<file path="src/rtl/wb_regfile.sv">
// Writeback stage and 8x8 architectural register file: selects the writeback value,
// commits it, serves two bypassed combinational read ports and a one-cycle forwarding record.
module wb_regfile #(
    parameter logic [7:0] REG_RESET = 8'h00
) (
    input  logic       clk,
    input  logic       reset,
    input  logic [7:0] aluRes_wb,
    input  logic [7:0] inst_code_wb,
    input  logic       RegWrite_wb,
    input  logic       Sel2_wb,
    input  logic [2:0] rd_addr1,
    input  logic [2:0] rd_addr2,
    output logic [7:0] rd_data1,
    output logic [7:0] rd_data2,
    output logic       fwd_valid,
    output logic [2:0] fwd_addr,
    output logic [7:0] fwd_data
);

    logic [7:0] regs [8];
    logic [7:0] wb_data;
    logic [2:0] wb_addr;
    logic       bypass_en;

    // The opcode is intentionally not decoded here; jump-class suppression arrives via RegWrite_wb.
    logic unused_opcode;
    assign unused_opcode = &{1'b0, inst_code_wb[7:6]};

    assign wb_data   = Sel2_wb ? {{5{inst_code_wb[2]}}, inst_code_wb[2:0]} : aluRes_wb;
    assign wb_addr   = inst_code_wb[5:3];
    assign bypass_en = reset && RegWrite_wb;

    always_ff @(posedge clk or negedge reset) begin
        if (!reset) begin
            for (int i = 0; i < 8; i++) begin
                regs[i] <= REG_RESET;
            end
            fwd_valid <= 1'b0;
            fwd_addr  <= 3'd0;
            fwd_data  <= 8'h00;
        end else begin
            if (RegWrite_wb) begin
                regs[wb_addr] <= wb_data;
            end
            fwd_valid <= RegWrite_wb;
            fwd_addr  <= wb_addr;
            fwd_data  <= wb_data;
        end
    end

    // Forcing REG_RESET while reset is low keeps the read ports clean in the same delta as assertion.
    always_comb begin
        rd_data1 = regs[rd_addr1];
        rd_data2 = regs[rd_addr2];
        if (!reset) begin
            rd_data1 = REG_RESET;
            rd_data2 = REG_RESET;
        end else begin
            if (bypass_en && (rd_addr1 == wb_addr)) rd_data1 = wb_data;
            if (bypass_en && (rd_addr2 == wb_addr)) rd_data2 = wb_data;
        end
    end

endmodule

</file>
<file path="config.mk">
export PLATFORM = sky130hd
export DESIGN_NAME = wb_regfile
export DESIGN_NICKNAME = d
export VERILOG_FILES = /design/src/rtl/wb_regfile.sv
export SDC_FILE = /design/constraint.sdc
export NUM_CORES = 1
export LEC_CHECK = 0
export ABC_CLOCK_PERIOD_IN_PS = 4300
export BUFFER_PORTS_ARGS = -buffer_cell sky130_fd_sc_hd__buf_2
export CORE_MARGIN = 1
export CORE_UTILIZATION = 55
export DETAILED_ROUTE_END_ITERATION = 10
export GPL_TIMING_DRIVEN = 0
export PLACE_DENSITY = 0.79
export SYNTH_ARGS = -nofsm -noshare
export SYNTH_HDL_FRONTEND = slang
export SYNTH_SLANG_ARGS = --single-unit
</file>
<file path="constraint.sdc">
create_clock -name clk -period 4.3 [get_ports clk]
set_clock_uncertainty 0.1 [all_clocks]
set_input_delay 1.075 -clock clk [delete_from_list [all_inputs] [get_ports clk]]
set_output_delay 1.075 -clock clk [all_outputs]
set_load 0.005 [all_outputs]
</file>
==> qor.yml <==
vias: 3079
finalPower_uw: 1980
fp.dieH_um: 87.0
clockBufferDepth: 2
cts-htree-levels: 3
rr_endpoint: "regs[49]"
max-slew-margin-rel_pct: 47.7
power_density_nw_per_um2: 432
post-place-ws_ns: 0.0977
min_period_over_period_pct: 96.0
regArea_um2: 1900
holdPathEnd: "regs[14]"
hold_depth: 2
crit_chain: "buf_6 -> buf_16 -> nand2_1 -> or4_1 -> buf_2 -> nand2_1 -> and3_1 -> buf_2"
hp-start: "regs[14]"
grt_first_pass_wirelength_um: 15000
slowest_delay_ns: 0.54
critPathLaunchType: "primary input"
io_buffers: 45
synth-warning-count: 0
cts_sinks: 76
synth_area_um2: 3970
dp.cells: 508
yosysSeqAreaShare_pct: 47.9
num_antenna_cells: 0
fin_cells: 524
clk_latency_ns: 0.35
r2r_slack_ns: 3.44
layout_common_cells: "76 x dfrtp_1, 58 x nand2_1, 54 x buf_2"
start_util_pct: 57.8
io_pins: 54
cts_buffers: 9
period_minus_slack_ns: 4.13
ys_seq_elements: 76
slew_violations: 0
fillers: 545
crit_fanout: 54
die-area_um2: 7560
drive_above_1_share_pct: 26.6
syn_inst: 366
antenna_found_initial: 0
grtUsageTotal_pct: 27.2
worst_setup_path_end_kind: "output port"
whs_ns: 0.406
grt_max_degree: 55
viasPerCell: 5.88
worstPathArrival_ns: 2.95
timing.rr.start: "regs[49]"
postSynthAreaPerCell_um2: 10.8
hold_viol: 0
status: "finished clean"
drc: 0
core_um2: 6870
clk_pin_slew_ns: 0.07
grt_pass1_vias: 3004
die_width_um: 87.0
syn_nets: 392
yosysUniqueCellTypes: 22
rows: 30
hold_buffers: 0
drt_iter0_drc: 257
max_cap_violations: 0
r2r_cells: 2
crit_slowest_cell: "or4_1"
cts_tree: "built"
setup_slack_ns: 0.172
worstHoldPathType: "reg2reg"
final_common_cell: "dfrtp_1"
gp_congestion: 0.813
drt_wl_total_um: 9200
rsz0062_at_grt: "false"
ant_nets: 0
layout.nets: 449
first_pass_iters: 5
required_ns: 3.12
setup_violations: 0
path_class: "in2out"
wire_per_inst_um: 17.6
setup_tns_ns: 0
synthToLayoutAreaGrowth_pct: 15.1
p_leak_uw: 0.00209
root_buffer: "clkbuf_8"
irDropWorstVdd_uv: 235
hpwl_um: 6860
maxClockFrequency_mhz: 242
multi_input_area_um2: 1900
max_slew.worst_pin.slew_ns: 0.763
grt_overflow_total: 0
-- cell usage after synthesis --
library cell | count | area share (%)
a21oi_1 | 42 | 5.3
and2_0 | 1 | 0.16
and3_1 | 12 | 1.9
buf_2 | 10 | 1.3
buf_4 | 5 | 0.95
clkbuf_1 | 16 | 1.5
dfrtp_1 | 76 | 48
inv_1 | 9 | 0.85
mux2i_1 | 18 | 4.5
mux4_2 | 32 | 18
nand2_1 | 58 | 5.5
nand2b_1 | 1 | 0.16
nand4_1 | 1 | 0.16
nand4b_1 | 3 | 0.66
nor2_1 | 32 | 3.0
nor3_2 | 2 | 0.50
nor3b_2 | 2 | 0.63
nor4_2 | 2 | 0.63
o21ai_0 | 32 | 4.0
o21ai_1 | 4 | 0.50
or4_1 | 2 | 0.38
xor2_1 | 6 | 1.3
-- metrics by stage --
| step | util (%) | cell area [um2] |
|---|---|---|
| 2_1_floorplan | - | 3970 |
| 3_3_place_gp | 62.8 | 4320 |
| 3_5_place_dp | 63.3 | 4350 |
| 4_1_cts | 66.2 | 4550 |
| 5_1_grt | 66.5 | 4570 |
| 6_report | 66.5 | 4570 |
-- area by class of cell --
type / instances / area share (%)
repair buffers: 46 / 5.67
well taps: 96 / 2.63
inverters: 9 / 0.739
clock buffers: 12 / 3.40
multi-input cells: 250 / 41.7
clock inverters: 4 / 1.04
flip-flops and latches: 76 / 41.6
plain buffers: 31 / 3.23
-- per-layer routing --
metal  GRT usage (%)  up-vias  routed length [um]
met5               0        -                   0
met1            34.9     1538                3770
li1                -     1408                   -
met4            9.24        0                 121
met3            7.30       15                 613
met2            45.2      118                4690
-- where the power goes --
part | internal (uW) | switching [uW] | leakage (uW)
clock | 298 | 260 | 0.000102
sequential | 846 | 103 | 0.000907
combinational | 247 | 222 | 0.00108
-- worst max path at each step --
stage,slack (ns),depth (start not counted),endpoint,start
after detailed placement,0.1,7,rd_data2[6],reset
after floorplan,0.82,6,rd_data1[6],rd_addr1[1]
after global routing,0.04,8,rd_data2[6],reset
after CTS,0.09,7,rd_data2[6],reset
after global placement,-0.74,6,rd_data2[6],reset
final,0.17,8,rd_data2[6],reset
-- flip-flops by register name (all words and copies together), names as in the netlist --
name,flops
fwd_addr,3
fwd_data,8
fwd_valid,1
regs,64
-- repair_timing --
action,CTS,global route
resized for setup,0,3
setup buffers,0,0
endpoints found under the setup margin,0,14
-- critical path: cells and delay by family --
family,cells,cell delay (ns)
buffers and inverters,4,0.85
and+or+nand+nor,4,0.98
-- kinds of logic (layout without fill, tap and decap cells) --
kind of cell	Yosys count	in the layout	share of synthesized area, %
compound gates	78	78	9.83
xor+xnor	6	6	1.32
buf+inv	40	102	4.57
flops	76	76	47.9
mux	50	50	22.7
simple gates	116	116	13.7
Note: power is estimated with default switching activity, not from simulation.
